### config.mk
export PLATFORM = sky130hd
export DESIGN_NAME = mc_control_p_flat
export DESIGN_NICKNAME = d
export VERILOG_FILES = /design/src/rtl/mc_ctrl_pkg.sv /design/src/rtl/mc_control_p_if.sv /design/src/rtl/mc_alu_watchdog.sv /design/src/rtl/mc_control_p.sv /design/src/flat_wrapper.sv
export SDC_FILE = /design/constraint.sdc
export NUM_CORES = 1
export LEC_CHECK = 0
export BUFFER_PORTS_ARGS = -buffer_cell sky130_fd_sc_hd__buf_2
export CELL_PAD_IN_SITES_DETAIL_PLACEMENT = 1
export CELL_PAD_IN_SITES_GLOBAL_PLACEMENT = 2
export CORE_MARGIN = 10
export CORE_UTILIZATION = 37
export DETAILED_ROUTE_END_ITERATION = 16
export PLACE_DENSITY = 0.9
export SETUP_SLACK_MARGIN = 0.02
export SLEW_MARGIN = 20
export SYNTH_ARGS = -nofsm -noshare
export SYNTH_HDL_FRONTEND = slang
export SYNTH_SLANG_ARGS = --single-unit
### constraint.sdc
create_clock -name clk -period 4.2 [get_ports clk]
set_clock_uncertainty 0.05 [all_clocks]
set_input_delay 0.42 -clock clk [delete_from_list [all_inputs] [get_ports clk]]
set_output_delay 0.42 -clock clk [all_outputs]
set_load 0.02 [all_outputs]
### src/rtl/mc_ctrl_pkg.sv
// mc_ctrl_pkg: shared state, opcode, select and trap encodings for the multicycle controller
package mc_ctrl_pkg;
  typedef enum logic [4:0] {
    S_IDLE, S_FETCH, S_LATCH, S_DECODE, S_MEMADDR, S_MEMRD, S_MEMWB, S_MEMWR, S_REXEC,
    S_RWAIT, S_RWB, S_BRANCH, S_IEXEC, S_IWB, S_JUMP, S_TRAP, S_VECTOR
  } state_t;
  localparam logic [5:0] OP_LW = 6'b100010;
  localparam logic [5:0] OP_SW = 6'b100011;
  localparam logic [5:0] OP_RTYPE = 6'b000000;
  localparam logic [5:0] OP_BR = 6'b110000;
  localparam logic [5:0] OP_ADDI = 6'b100000;
  localparam logic [5:0] OP_J = 6'b000010;
  localparam logic [1:0] ALUB_REG = 2'b00;
  localparam logic [1:0] ALUB_FOUR = 2'b01;
  localparam logic [1:0] ALUB_IMM = 2'b10;
  localparam logic [1:0] PC_ALU = 2'b00;
  localparam logic [1:0] PC_BRANCH = 2'b01;
  localparam logic [1:0] PC_JUMP = 2'b10;
  localparam logic [1:0] PC_TRAP = 2'b11;
  localparam logic [1:0] CAUSE_NONE = 2'b00;
  localparam logic [1:0] CAUSE_ILLEGAL = 2'b01;
  localparam logic [1:0] CAUSE_TIMEOUT = 2'b10;
  typedef struct packed {
    logic memReq;
    logic memWriteEn;
    logic iorDSel;
    logic irWriteEn;
    logic pcWrite;
    logic branchEn;
    logic [1:0] pcSrcSel;
    logic aluASrcSel;
    logic [1:0] aluBSrcSel;
    logic aluStart;
    logic regDstSel;
    logic memtoRegSel;
    logic regWriteEn;
    logic trap;
  } ctrl_t;
  // Moore decode of every control line except AluOp, which depends on latched IR fields
  function automatic ctrl_t ctrlFor(state_t s);
    ctrl_t c;
    c = '0;
    case (s)
      S_FETCH: c.memReq = 1'b1;
      S_LATCH: begin
        c.irWriteEn = 1'b1;
        c.pcWrite = 1'b1;
        c.aluBSrcSel = ALUB_FOUR;
      end
      S_DECODE, S_MEMADDR, S_IEXEC: begin
        c.aluASrcSel = 1'b1;
        c.aluBSrcSel = ALUB_IMM;
      end
      S_MEMRD: begin
        c.memReq = 1'b1;
        c.iorDSel = 1'b1;
        c.aluASrcSel = 1'b1;
        c.aluBSrcSel = ALUB_IMM;
      end
      S_MEMWB: begin
        c.memtoRegSel = 1'b1;
        c.regWriteEn = 1'b1;
      end
      S_MEMWR: begin
        c.memReq = 1'b1;
        c.memWriteEn = 1'b1;
        c.iorDSel = 1'b1;
      end
      S_REXEC: begin
        c.aluASrcSel = 1'b1;
        c.aluStart = 1'b1;
      end
      S_RWAIT: c.aluASrcSel = 1'b1;
      S_RWB: begin
        c.regDstSel = 1'b1;
        c.regWriteEn = 1'b1;
      end
      S_BRANCH: begin
        c.aluASrcSel = 1'b1;
        c.pcSrcSel = PC_BRANCH;
        c.branchEn = 1'b1;
      end
      S_IWB: c.regWriteEn = 1'b1;
      S_JUMP: begin
        c.pcSrcSel = PC_JUMP;
        c.pcWrite = 1'b1;
      end
      S_TRAP: c.trap = 1'b1;
      S_VECTOR: begin
        c.pcSrcSel = PC_TRAP;
        c.pcWrite = 1'b1;
      end
      default: c = '0;
    endcase
    return c;
  endfunction
endpackage

### src/rtl/mc_control_p_if.sv
// mc_control_p_if: instruction/ALU/memory status in, datapath selects and enables out
interface mc_control_p_if #(
  parameter int OP_W = 6,
  parameter int FUNC_W = 6,
  parameter int ALUOP_W = 5
);
  logic [OP_W-1:0] Opcode;
  logic [FUNC_W-1:0] AluFunc;
  logic aludone;
  logic mem_ready;
  logic trap_clear;
  logic mem_req;
  logic MemWriteEn;
  logic IorDSel;
  logic IRWriteEn;
  logic PCWrite;
  logic BranchEn;
  logic [1:0] PCSrcSel;
  logic ALUASrcSel;
  logic [1:0] ALUBSrcSel;
  logic [ALUOP_W-1:0] AluOp;
  logic alu_start;
  logic RegDstSel;
  logic MemtoRegSel;
  logic RegWriteEn;
  logic trap;
  logic [1:0] trap_cause;
  modport master (
    input Opcode, AluFunc, aludone, mem_ready, trap_clear,
    output mem_req, MemWriteEn, IorDSel, IRWriteEn, PCWrite, BranchEn, PCSrcSel, ALUASrcSel,
    output ALUBSrcSel, AluOp, alu_start, RegDstSel, MemtoRegSel, RegWriteEn, trap, trap_cause
  );
  modport slave (
    output Opcode, AluFunc, aludone, mem_ready, trap_clear,
    input mem_req, MemWriteEn, IorDSel, IRWriteEn, PCWrite, BranchEn, PCSrcSel, ALUASrcSel,
    input ALUBSrcSel, AluOp, alu_start, RegDstSel, MemtoRegSel, RegWriteEn, trap, trap_cause
  );
endinterface

### src/rtl/mc_alu_watchdog.sv
// mc_alu_watchdog: counts ALU wait cycles and flags the cycle that reaches the limit
module mc_alu_watchdog #(
  parameter int ALU_TIMEOUT = 16
) (
  input logic clk,
  input logic reset,
  input logic clear,
  input logic enable,
  output logic expire
);
  localparam int CW = $clog2(ALU_TIMEOUT + 1);
  logic [CW-1:0] count;
  // count holds completed wait cycles, so the current one is the last when it equals limit-1
  assign expire = enable && count == CW'(ALU_TIMEOUT - 1);
  always_ff @(posedge clk or posedge reset) begin
    if (reset) count <= '0;
    else if (clear) count <= '0;
    else if (enable && !expire) count <= count + 1'b1;
  end
endmodule

### src/rtl/mc_control_p.sv
// mc_control_p: multicycle CPU control FSM with memory handshake, ALU watchdog and trap vector
module mc_control_p
  import mc_ctrl_pkg::*;
#(
  parameter int OP_W = 6,
  parameter int FUNC_W = 6,
  parameter int ALUOP_W = 5,
  parameter int BR_ALUOP = 0,
  parameter int ALU_TIMEOUT = 16
) (
  input logic clk,
  input logic reset,
  mc_control_p_if.master bus
);
  localparam logic [OP_W-1:0] OPC_LW = OP_W'(OP_LW);
  localparam logic [OP_W-1:0] OPC_SW = OP_W'(OP_SW);
  localparam logic [OP_W-1:0] OPC_RTYPE = OP_W'(OP_RTYPE);
  localparam logic [OP_W-1:0] OPC_BR = OP_W'(OP_BR);
  localparam logic [OP_W-1:0] OPC_ADDI = OP_W'(OP_ADDI);
  localparam logic [OP_W-1:0] OPC_J = OP_W'(OP_J);
  state_t state, nextState;
  ctrl_t ctrl;
  logic [ALUOP_W-1:0] funcQ, aluOpQ;
  logic [1:0] causeQ;
  logic wdExpire;
  logic [FUNC_W-1:0] unusedFunc;
  logic [OP_W-1:0] op;
  assign op = bus.Opcode;
  assign unusedFunc = bus.AluFunc;
  mc_alu_watchdog #(.ALU_TIMEOUT(ALU_TIMEOUT)) watchdog (
    .clk(clk),
    .reset(reset),
    .clear(state == S_REXEC),
    .enable(state == S_RWAIT && !bus.aludone),
    .expire(wdExpire)
  );
  always_comb begin
    nextState = S_FETCH;
    case (state)
      S_FETCH: nextState = bus.mem_ready ? S_LATCH : S_FETCH;
      S_LATCH: nextState = S_DECODE;
      S_DECODE:
        nextState = (op == OPC_LW || op == OPC_SW) ? S_MEMADDR :
                    op == OPC_RTYPE ? S_REXEC :
                    op == OPC_BR ? S_BRANCH :
                    op == OPC_ADDI ? S_IEXEC :
                    op == OPC_J ? S_JUMP : S_TRAP;
      S_MEMADDR: nextState = op == OPC_LW ? S_MEMRD : S_MEMWR;
      S_MEMRD: nextState = bus.mem_ready ? S_MEMWB : S_MEMRD;
      S_MEMWR: nextState = bus.mem_ready ? S_FETCH : S_MEMWR;
      S_REXEC: nextState = S_RWAIT;
      S_RWAIT: nextState = bus.aludone ? S_RWB : wdExpire ? S_TRAP : S_RWAIT;
      S_IEXEC: nextState = S_IWB;
      S_TRAP: nextState = bus.trap_clear ? S_VECTOR : S_TRAP;
      default: nextState = S_FETCH;
    endcase
  end
  // outputs are registered from the next state so they line up with the state they belong to
  always_ff @(posedge clk or posedge reset) begin
    if (reset) begin
      state <= S_IDLE;
      ctrl <= '0;
      funcQ <= '0;
      aluOpQ <= '0;
      causeQ <= CAUSE_NONE;
    end else begin
      state <= nextState;
      ctrl <= ctrlFor(nextState);
      funcQ <= nextState == S_REXEC ? bus.AluFunc[ALUOP_W-1:0] : funcQ;
      aluOpQ <= nextState == S_REXEC ? bus.AluFunc[ALUOP_W-1:0] :
                (nextState == S_RWAIT || nextState == S_RWB) ? funcQ :
                nextState == S_BRANCH ? ALUOP_W'(BR_ALUOP) : '0;
      causeQ <= nextState == S_VECTOR ? CAUSE_NONE :
                (state == S_DECODE && nextState == S_TRAP) ? CAUSE_ILLEGAL :
                (state == S_RWAIT && nextState == S_TRAP) ? CAUSE_TIMEOUT : causeQ;
    end
  end
  assign bus.mem_req = ctrl.memReq;
  assign bus.MemWriteEn = ctrl.memWriteEn;
  assign bus.IorDSel = ctrl.iorDSel;
  assign bus.IRWriteEn = ctrl.irWriteEn;
  assign bus.PCWrite = ctrl.pcWrite;
  assign bus.BranchEn = ctrl.branchEn;
  assign bus.PCSrcSel = ctrl.pcSrcSel;
  assign bus.ALUASrcSel = ctrl.aluASrcSel;
  assign bus.ALUBSrcSel = ctrl.aluBSrcSel;
  assign bus.AluOp = aluOpQ;
  assign bus.alu_start = ctrl.aluStart;
  assign bus.RegDstSel = ctrl.regDstSel;
  assign bus.MemtoRegSel = ctrl.memtoRegSel;
  assign bus.RegWriteEn = ctrl.regWriteEn;
  assign bus.trap = ctrl.trap;
  assign bus.trap_cause = causeQ;
endmodule

### src/flat_wrapper.sv
// flat-port wrapper written by rule: the top's interface ports become plain ports
module mc_control_p_flat import mc_ctrl_pkg::*;
#(
  parameter int OP_W = 6,
  parameter int FUNC_W = 6,
  parameter int ALUOP_W = 5,
  parameter int BR_ALUOP = 0,
  parameter int ALU_TIMEOUT = 16
)
  (clk, reset, bus_Opcode, bus_AluFunc, bus_aludone, bus_mem_ready, bus_trap_clear, bus_mem_req, bus_MemWriteEn, bus_IorDSel, bus_IRWriteEn, bus_PCWrite, bus_BranchEn, bus_PCSrcSel, bus_ALUASrcSel, bus_ALUBSrcSel, bus_AluOp, bus_alu_start, bus_RegDstSel, bus_MemtoRegSel, bus_RegWriteEn, bus_trap, bus_trap_cause);
  mc_control_p_if #(.OP_W(OP_W), .FUNC_W(FUNC_W), .ALUOP_W(ALUOP_W)) bus_i ();
  input logic clk;
  input logic reset;
  input wire logic [$bits(bus_i.Opcode)-1:0] bus_Opcode;
  input wire logic [$bits(bus_i.AluFunc)-1:0] bus_AluFunc;
  input wire logic [$bits(bus_i.aludone)-1:0] bus_aludone;
  input wire logic [$bits(bus_i.mem_ready)-1:0] bus_mem_ready;
  input wire logic [$bits(bus_i.trap_clear)-1:0] bus_trap_clear;
  output wire logic [$bits(bus_i.mem_req)-1:0] bus_mem_req;
  output wire logic [$bits(bus_i.MemWriteEn)-1:0] bus_MemWriteEn;
  output wire logic [$bits(bus_i.IorDSel)-1:0] bus_IorDSel;
  output wire logic [$bits(bus_i.IRWriteEn)-1:0] bus_IRWriteEn;
  output wire logic [$bits(bus_i.PCWrite)-1:0] bus_PCWrite;
  output wire logic [$bits(bus_i.BranchEn)-1:0] bus_BranchEn;
  output wire logic [$bits(bus_i.PCSrcSel)-1:0] bus_PCSrcSel;
  output wire logic [$bits(bus_i.ALUASrcSel)-1:0] bus_ALUASrcSel;
  output wire logic [$bits(bus_i.ALUBSrcSel)-1:0] bus_ALUBSrcSel;
  output wire logic [$bits(bus_i.AluOp)-1:0] bus_AluOp;
  output wire logic [$bits(bus_i.alu_start)-1:0] bus_alu_start;
  output wire logic [$bits(bus_i.RegDstSel)-1:0] bus_RegDstSel;
  output wire logic [$bits(bus_i.MemtoRegSel)-1:0] bus_MemtoRegSel;
  output wire logic [$bits(bus_i.RegWriteEn)-1:0] bus_RegWriteEn;
  output wire logic [$bits(bus_i.trap)-1:0] bus_trap;
  output wire logic [$bits(bus_i.trap_cause)-1:0] bus_trap_cause;
  assign bus_i.Opcode = bus_Opcode;
  assign bus_i.AluFunc = bus_AluFunc;
  assign bus_i.aludone = bus_aludone;
  assign bus_i.mem_ready = bus_mem_ready;
  assign bus_i.trap_clear = bus_trap_clear;
  assign bus_mem_req = bus_i.mem_req;
  assign bus_MemWriteEn = bus_i.MemWriteEn;
  assign bus_IorDSel = bus_i.IorDSel;
  assign bus_IRWriteEn = bus_i.IRWriteEn;
  assign bus_PCWrite = bus_i.PCWrite;
  assign bus_BranchEn = bus_i.BranchEn;
  assign bus_PCSrcSel = bus_i.PCSrcSel;
  assign bus_ALUASrcSel = bus_i.ALUASrcSel;
  assign bus_ALUBSrcSel = bus_i.ALUBSrcSel;
  assign bus_AluOp = bus_i.AluOp;
  assign bus_alu_start = bus_i.alu_start;
  assign bus_RegDstSel = bus_i.RegDstSel;
  assign bus_MemtoRegSel = bus_i.MemtoRegSel;
  assign bus_RegWriteEn = bus_i.RegWriteEn;
  assign bus_trap = bus_i.trap;
  assign bus_trap_cause = bus_i.trap_cause;
  mc_control_p #(.OP_W(OP_W), .FUNC_W(FUNC_W), .ALUOP_W(ALUOP_W), .BR_ALUOP(BR_ALUOP), .ALU_TIMEOUT(ALU_TIMEOUT)) u_core (.clk(clk), .reset(reset), .bus(bus_i));
endmodule
==> impl_metrics.py, run 1 <==
metrics = {
    "run_status": {
        "status": "finished, final reports clean",
    },
    "sta": {
        "grt_setup_unrepaired": "no",
        "fmax_mhz": 342,
        "fin_tns_setup_ns": 0,
        "min_period_ns": 2.92,
        "timing.final.crit_share_pct": 69.6,
        "tightest_slew_ns": 0.812,
        "hold_viol": 0,
        "layout_setup_ws_ns": 1.28,
        "setup_viol_count_final": 0,
        "slew-limit-headroom_pct": 45.8,
        "slew_viol_final": 0,
        "timing.hold.ws_ns": 0.167,
    },
    "clock_network": {
        "hold_buffers": 0,
        "postCtsSetupRepairBufs": 0,
        "ctsHtreeMaxLevel": 2,
        "ctsRootBufferMaster": "clkbuf_8",
        "cts_buffers": 5,
        "clock_sinks": 38,
        "cts.clk_slew.worst_paths_ns": 0.07,
        "clk_latency_ns": 0.29,
        "cts_tree": "built",
        "cts_resized": 0,
        "clockBufferDepth": 2,
    },
    "yosys": {
        "synth_edf_count": 0,
        "syn_nets": 179,
        "synth_top_area_share_pct": 51.0,
        "synth_largest_area_cell": "dfrtp_1",
        "async_flop_share_pct": 100,
        "synth_area_per_cell_um2": 11.7,
        "synth_ff_type": "dfrtp_1",
        "synth_area_leaders": "dfrtp_1 51%, mux2_4 3.2%, a2111oi_4 3.0%, nor2_1 2.6%, nand2_1 2.4%",
        "synth_area_um2": 1860,
        "synth.distinct_cells": 53,
        "synth_seq_cells": 38,
        "netlist_instances": 160,
        "ys_seq_area_share_pct": 51.0,
        "yosysWarnings": 0,
    },
    "worst_setup_path": {
        "required_ns": 4.33,
        "criticalPathCategory": "flop to flop",
        "crit_path_start_kind": "flop",
        "worstPathMaxFanout": 11,
        "critPathArrivalTime_ns": 3.05,
        "r2r_cells": 8,
        "cp-end-kind": "flop",
    },
    "global_routing": {
        "gr-usage-all-layers_pct": 11.2,
        "antenna_found_initial": 0,
        "grt_pass1_vias": 1458,
        "grt_first_pass_wirelength_mm": 7.47,
        "overflow": 0,
        "grt_max_degree": 39,
    },
    "power": {
        "ir_drop_mv": 0.303,
        "p_leak_nw": 1.06,
        "p_per_area_nw_per_um2": 753,
    },
    "route": {
        "initialDrtViolationCount": 88,
        "drc_errors": 0,
        "dr_total_vias": 1363,
        "ant_nets": 0,
        "post_drt_wl_per_cell_um": 16.8,
        "vias_per_cell": 5.10,
        "firstDrtPassIters": 4,
        "drt_wl_total_mm": 4.48,
    },
    "cells_and_area": {
        "area_growth_pct": 16.8,
        "final_nets": 219,
        "diodes": 0,
        "fillers": 564,
        "fin_util_pct": 45.2,
        "layout_common_cells": "38 x buf_2, 38 x dfrtp_1, 13 x nor2_1",
        "drive_above_1_share_pct": 32.0,
    },
    "hold_path": {
        "hp-class": "primary input to async pin",
    },
    "floorplan": {
        "die_h_um": 91.0,
        "core_um2": 4820,
        "start_util_pct": 38.7,
        "die_area_um2": 8280,
        "pin_count": 40,
        "rows": 25,
        "die_x_um": 91.0,
    },
    "placed_design": {
        "pre_cts_slack_ns": 1.26,
        "hpwl_mm": 3.32,
        "gp_congestion": 0.824,
        "io_buffers": 38,
    },
    "flow_run": {
        "maxCapViolCount": 0,
    },
}
[worst max-delay path: stages, from the launching register on]
cell,delay [ns]
dfrtp_1,0.41
ha_1,0.22
and3_1,0.18
ha_1,0.22
and3_1,0.22
nor4_4,0.49
nand2_2,0.17
nor3_4,0.46
mux2_1,0.37
[cells in the mapped netlist (2+ instances only)]
cell type / number
nand4_1: 2
dfrtp_1: 38
a2111oi_4: 2
buf_6: 2
buf_4: 2
and3_1: 2
o21ai_1: 3
a22o_1: 5
ha_1: 2
o21a_1: 2
xor2_1: 3
nand2b_1: 3
inv_2: 2
mux2_4: 4
nor3_4: 2
nor2_2: 2
o21ai_0: 2
or3b_1: 2
nor2b_1: 5
mux2i_1: 3
a211oi_1: 3
nand2_1: 12
xnor2_1: 2
nor2_1: 13
inv_1: 6
buf_2: 2
nor3_1: 6
o21bai_1: 3
[where the power goes]
part	total, mW	switching [mW]	internal (mW)
clock	0.237	0.123	0.114
sequential	0.603	0.109	0.494
combinational	0.801	0.497	0.305
[layer usage]
metal	wire length, um	global-route usage [%]	vias to the layer above
met5	0	0	-
met4	89	5.87	0
met3	280	4.61	8
met2	2130	17.6	26
met1	1980	12.7	682
li1	-	-	647
[layout make-up]
cell class | count | area (um2) | share of cell area, %
Clock inverter | 1 | 7.51 | 0.345
Multi-Input combinational cell | 107 | 832 | 38.2
Inverter | 9 | 33.8 | 1.55
Sequential cell | 38 | 951 | 43.7
Clock buffer | 6 | 72.6 | 3.33
Tap cell | 67 | 83.8 | 3.85
Timing Repair Buffer | 39 | 198 | 9.08
[final timing paths]
kind | start | end | slack, ns
max in group asynchronous | reset | u_core.state[2] | 3.60
worst min register to register | u_core.funcQ[3] | u_core.bus.AluOp[3] | 0.44
worst max-delay path | u_core.watchdog.count[0] | u_core.funcQ[3] | 1.28
worst max register to register | u_core.watchdog.count[0] | u_core.funcQ[3] | 1.28
worst min-delay path | reset | u_core.watchdog.count[2] | 0.17
min in group clk | bus_AluFunc[3] | u_core.funcQ[3] | 0.31
[stage by stage]
stage / power (mW) / area (um2) / std cells
after global routing: 1.77 / 2180 / 267
after global placement: 1.39 / 2100 / 260
after detailed placement: 1.41 / 2100 / 260
after CTS: 1.66 / 2180 / 267
final: 1.64 / 2180 / 267
after floorplan: 1.23 / 1860 / 160
[state kept, by name, indices dropped and copies added (netlist names), 2 cells and up]
signal / count
u_core.state: 5
u_core.bus.PCSrcSel: 2
u_core.bus.trap_cause: 2
u_core.bus.ALUBSrcSel: 2
u_core.funcQ: 5
u_core.watchdog.count: 5
u_core.bus.AluOp: 5
[logic make-up after synthesis]
| kind of cell | count (synthesis) | share of synthesized area, % |
|---|---|---|
| AOI/OAI and AO/OA | 35 | 17.4 |
| xor gates and xnor gates | 5 | 2.35 |
| adders and majority gates | 2 | 1.34 |
| buffers and inverters | 15 | 4.36 |
| DFF | 38 | 51.0 |
| muxes | 8 | 5.44 |
| and+or+nand+nor | 57 | 18.1 |
No activity file was read; power rests on OpenSTA's default activity.
==> inputs of run 2 (changes only) <==
- CORE_UTILIZATION: 37 -> 31
- PLACE_DENSITY: 0.9 -> 0.81
- clock period: 4.2 -> 2.41 ns (I/O delays scaled with it)
==> run 2 against run 1 <==
Against the previous run:
- first-iteration DRC count decreased by 41%
- power increased by 100%
- wire length increased by 9.3%
- worst hold slack got worse by 0.17 ns
- register-to-register slack got worse by 1.2 ns
- die area increased by 15%
- via count increased by 6.5%
- the run now ends with negative hold slack left
- highest routed layer unchanged
- combinational power increased by 130%
- maximum frequency increased by 28%
- sequential power increased by 66%
- cell count increased by 13%
- global-route usage decreased by 0.54 points
==> impl_metrics.py, run 2 (synthesis results as in run 1) <==
metrics = {
    "cells_and_area": {
        "fin_util_pct": 42.2,
        "fin_cells": 303,
        "drive_above_1_share_pct": 45.6,
        "area_growth_pct": 33.4,
        "layout_common_cells": "38 x buf_2, 34 x dfrtp_1, 26 x buf_4",
        "layout_commonest_cell": "buf_2",
        "fillers": 674,
        "final_nets": 246,
        "diodes": 0,
    },
    "floorplan": {
        "rows": 28,
        "start_util_pct": 31.7,
        "core_um2": 5890,
        "pin_count": 40,
        "die_h_um": 97.6,
        "die_x_um": 97.6,
        "die_area_um2": 9520,
    },
    "route": {
        "post_drt_wl_per_cell_um": 16.2,
        "dr_total_vias": 1452,
        "drc_errors": 0,
        "drt_wl_total_mm": 4.90,
        "ant_nets": 0,
        "firstDrtPassIters": 4,
        "initialDrtViolationCount": 52,
        "vias_per_cell": 4.79,
    },
    "global_routing": {
        "gr-usage-all-layers_pct": 10.6,
        "grt_first_pass_wirelength_mm": 8.45,
        "grt_pass1_vias": 1619,
        "antenna_found_initial": 0,
        "grt_max_degree": 39,
        "overflow": 0,
    },
    "clock_network": {
        "clockBufferDepth": 2,
        "cts.clk_slew.worst_paths_ns": 0.08,
        "clock_sinks": 38,
        "ctsRootBufferMaster": "clkbuf_8",
        "ctsHtreeMaxLevel": 2,
        "clk_latency_ns": 0.29,
        "hold_buffers": 0,
        "cts_buffers": 5,
        "cts_tree": "built",
    },
    "sta": {
        "slew_viol_final": 0,
        "setup_viol_count_final": 0,
        "slew-limit-headroom_pct": 68.5,
        "timing.hold.ws_ns": -0.00147,
        "hold_viol": 9,
        "fmax_mhz": 438,
        "min_period_ns": 2.28,
        "timing.final.crit_share_pct": 94.8,
        "layout_setup_ws_ns": 0.125,
        "tightest_slew_ns": 0.472,
        "grt_setup_unrepaired": "no",
        "fin_tns_setup_ns": 0,
    },
    "worst_setup_path": {
        "r2r-start": "u_core.state[2]",
        "worstReg2RegEnd": "u_core.bus.AluOp[3]",
        "worstPathMaxFanout": 11,
        "r2r_cells": 9,
        "r2r_setup_slack_ns": 0.13,
        "crit_path_start_kind": "flop",
        "criticalPathCategory": "flop to flop",
        "cp-end-kind": "flop",
        "critPathArrivalTime_ns": 2.42,
        "crit_start": "u_core.state[2]",
        "required_ns": 2.54,
        "endpoint": "u_core.bus.AluOp[3]",
    },
    "placed_design": {
        "pre_cts_slack_ns": 0.0182,
        "io_buffers": 38,
        "dp_cells": 289,
        "gp_congestion": 0.802,
        "hpwl_mm": 3.63,
    },
    "power": {
        "p_per_area_nw_per_um2": 1330,
        "p_leak_nw": 1.22,
        "ir_drop_mv": 0.615,
    },
    "hold_path": {
        "hp-class": "primary input to async pin",
    },
    "run_status": {
        "violations": "negative hold slack",
        "status": "finished with violations",
    },
    "flow_run": {
        "maxCapViolCount": 0,
    },
}
## run 2: routing by layer
layer / track usage [%] / part of all wire [%] / vias up
met3: 3.49 / 4.9 / 9
met2: 17.9 / 50 / 24
met4: 2.80 / 1.4 / 0
met1: 12.6 / 43 / 711
met5: 0 / 0 / -
li1: - / - / 708
## run 2: critical path, stage by stage (launching register included)
cell and delay, ns:
dfrtp_2 0.49, or3b_1 0.37, o21a_1 0.12, o32ai_1 0.27, buf_4 0.18, nor3_4 0.04, inv_2 0.09, nor3_4 0.06
bufbuf_16 0.26, a22o_1 0.22
## run 2: through the flow
stage / instance area, um2 / total power [mW]
after floorplan: 1860 / 2.14
after detailed placement: 2280 / 2.77
after CTS: 2460 / 3.32
after global routing: 2490 / 3.58
final: 2490 / 3.32
after global placement: 2280 / 2.71
## run 2: worst min-delay path by stage
stage                   start                        to  slack [ns]  cells after the start
2_1_floorplan  bus_AluFunc[3]           u_core.funcQ[3]        0.33                      1
3_3_place_gp            reset  u_core.watchdog.count[2]        0.33                      3
3_5_place_dp            reset    u_core.bus.PCSrcSel[1]        0.34                      3
4_1_cts                 reset  u_core.bus.ALUBSrcSel[0]        0.02                      3
5_1_grt                 reset     u_core.bus.ALUASrcSel        0.04                      3
6_report                reset    u_core.bus.MemtoRegSel      -0.001                      3
## run 2: final cells by class
type	count	area [um2]	area share [%]
clock buffer	6	82.6	3.32
sequential	38	956	38.5
clock inverter	2	12.5	0.503
timing repair buffer	66	438	17.6
inverter	9	33.8	1.36
tap	75	93.8	3.77
multi-input combinational	107	870	35.0
## run 2: repair_timing
item / CTS / global route
setup buffers: 3 / 2
setup endpoints to repair: 5 / 13
gates cloned: 1 / 0
pin swaps: 3 / 3
resized for setup: 8 / 5
## run 2: report_power, final
part | internal (mW) | leakage [nW] | switching, mW
logic | 0.853 | 0.671 | 1.00
registers | 0.867 | 0.497 | 0.134
clock network | 0.230 | 0.0472 | 0.231
total | 1.95 | 1.22 | 1.37
==> inputs of run 3 (changes only) <==
- ABC_AREA: unset -> 1
- CORE_UTILIZATION: 31 -> 28
- PLACE_DENSITY: 0.81 -> 0.82
==> run 3 against run 2 <==
Against the previous run:
- the flow now finishes without violations
- design area is 8.6% lower
- critical path depth grew 4
- maximum frequency rose by 5.5%
- power fell by 8.7%
- highest routed layer unchanged
==> impl_metrics.py, run 3 <==
metrics = {
    "run_status": {
        "status": "finished, final reports clean",
    },
    "floorplan": {
        "die_x_um": 102,
        "rows": 29,
        "die_area_um2": 10300,
        "start_util_pct": 29.1,
        "core_um2": 6420,
        "die_h_um": 102,
        "pin_count": 40,
    },
    "yosys": {
        "yosysWarnings": 0,
        "synth_most_common_cell": "nand2_1",
        "netlist_instances": 234,
        "ys_seq_area_share_pct": 50.9,
        "synth_top_area_share_pct": 50.9,
        "synth_area_per_cell_um2": 7.99,
        "synth_largest_area_cell": "dfrtp_1",
        "async_flop_share_pct": 100,
        "synth_area_leaders": "dfrtp_1 51%, nand2_1 12%, nand3_1 7.2%, inv_1 6.4%, nor2_1 4.8%",
        "synth.distinct_cells": 22,
        "syn_nets": 253,
        "synth_area_um2": 1870,
        "synth_common_cells": "60 x nand2_1, 38 x dfrtp_1, 32 x inv_1",
        "synth_edf_count": 0,
        "synth_ff_type": "dfrtp_1",
        "synth_seq_cells": 38,
    },
    "power": {
        "p_leak_nw": 1.37,
        "ir_drop_mv": 0.523,
        "total_power_mw": 3.03,
        "p_per_area_nw_per_um2": 1330,
    },
    "worst_setup_path": {
        "required_ns": 2.58,
        "criticalPathCategory": "flop to flop",
        "crit_path_start_kind": "flop",
        "critPathArrivalTime_ns": 2.34,
        "worstPathMaxFanout": 8,
        "cp-end-kind": "flop",
    },
    "global_routing": {
        "gr-usage-all-layers_pct": 10.1,
        "overflow": 0,
        "antenna_found_initial": 0,
        "grt_max_degree": 39,
        "grt_first_pass_wirelength_mm": 8.34,
        "grt_pass1_vias": 1766,
    },
    "sta": {
        "layout_setup_ws_ns": 0.245,
        "slew_viol_final": 0,
        "fin_tns_setup_ns": 0,
        "tightest_slew_ns": 0.491,
        "min_period_ns": 2.17,
        "setup_viol_count_final": 0,
        "fmax_mhz": 462,
        "timing.final.crit_share_pct": 89.8,
        "timing.hold.ws_ns": 0.00946,
        "slew-limit-headroom_pct": 67.2,
        "hold_viol": 0,
        "grt_setup_unrepaired": "no",
    },
    "route": {
        "topRoutingLayerUsed": "met4",
        "route.met3.wl_um": 278,
        "ant_nets": 0,
        "drc_errors": 0,
        "drt-met1-wl_mm": 2.29,
        "wl_met2_mm": 2.31,
        "drt_wl_total_mm": 4.93,
        "post_drt_wl_per_cell_um": 13.8,
        "dr_total_vias": 1614,
        "initialDrtViolationCount": 64,
        "vias_per_cell": 4.51,
        "firstDrtPassIters": 3,
    },
    "cells_and_area": {
        "area_growth_pct": 21.6,
        "layout_commonest_cell": "nand2_1",
        "final_nets": 299,
        "diodes": 0,
        "fillers": 777,
        "layout_common_cells": "60 x nand2_1, 38 x buf_2, 38 x dfrtp_1",
        "drive_above_1_share_pct": 26.3,
        "fin_cells": 358,
        "post-route-cell-area_um2": 2270,
        "fin_util_pct": 35.4,
    },
    "clock_network": {
        "ctsHtreeMaxLevel": 2,
        "cts_buffers": 5,
        "clock_sinks": 38,
        "clk_latency_ns": 0.29,
        "cts.clk_slew.worst_paths_ns": 0.08,
        "ctsRootBufferMaster": "clkbuf_8",
        "cts_tree": "built",
        "cts_resized": 0,
        "clockBufferDepth": 2,
        "hold_buffers": 0,
        "postCtsSetupRepairBufs": 0,
    },
    "flow_run": {
        "maxCapViolCount": 0,
    },
    "placed_design": {
        "gp_congestion": 0.816,
        "io_buffers": 38,
        "placedInstanceArea_um2": 2160,
        "hpwl_mm": 4.02,
        "dp_cells": 350,
        "pre_cts_slack_ns": 0.245,
    },
    "hold_path": {
        "hp-class": "primary input to async pin",
    },
}
## run 3: cell families after synthesis
kind of cell,count (synthesis),share of synthesized area [%]
compound gates,14,3.95
buf+inv,41,8.23
flops,38,50.9
fa+ha+maj,2,1.34
simple gates,139,35.6
## run 3: worst max-delay path: stages, from the launching register on
cell and delay, ns:
dfrtp_1 0.38, ha_1 0.19, inv_1 0.08, nor2_1 0.06, ha_1 0.21, o21ai_0 0.19, nand2_1 0.07, nor2_1 0.12
nand2_2 0.16, inv_2 0.14, nand2_4 0.10, nor2_8 0.17, nand2_2 0.07, nand2_1 0.08
## run 3: final timing paths
| kind | start | to | slack (ns) | depth (start not counted) |
|---|---|---|---|---|
| max | u_core.watchdog.count[0] | u_core.bus.AluOp[3] | 0.24 | 13 |
| min | reset | u_core.bus.MemWriteEn | 0.009 | 3 |
| max reg2reg | u_core.watchdog.count[0] | u_core.bus.AluOp[3] | 0.24 | 13 |
| min reg2reg | u_core.watchdog.count[3] | u_core.watchdog.count[3] | 0.42 | 1 |
| max in group asynchronous | reset | u_core.bus.AluOp[1] | 1.96 | 3 |
| min in group clk | bus_AluFunc[1] | u_core.funcQ[1] | 0.13 | 3 |
## run 3: final cells by class
type | instances | area, um2 | area share, %
timing repair buffer | 39 | 198 | 8.70
tap | 77 | 96.3 | 4.24
inverter | 41 | 154 | 6.77
clock inverter | 3 | 40.0 | 1.76
sequential | 38 | 951 | 41.9
clock buffer | 5 | 68.8 | 3.03
multi-input combinational | 155 | 764 | 33.6
## run 3: layer usage
layer,track usage (%),vias up
met5,0,-
met4,3.63,0
met3,3.13,4
met2,16.2,28
met1,12.6,758
li1,-,824
## run 3: power breakdown
part           switching (mW)  internal (mW)  leakage (nW)  total [mW]
Combinational            1.09          0.437         0.809        1.53
Clock                   0.229          0.305        0.0579       0.534
Sequential              0.104          0.859         0.506       0.963
Total                    1.43           1.60          1.37        3.03
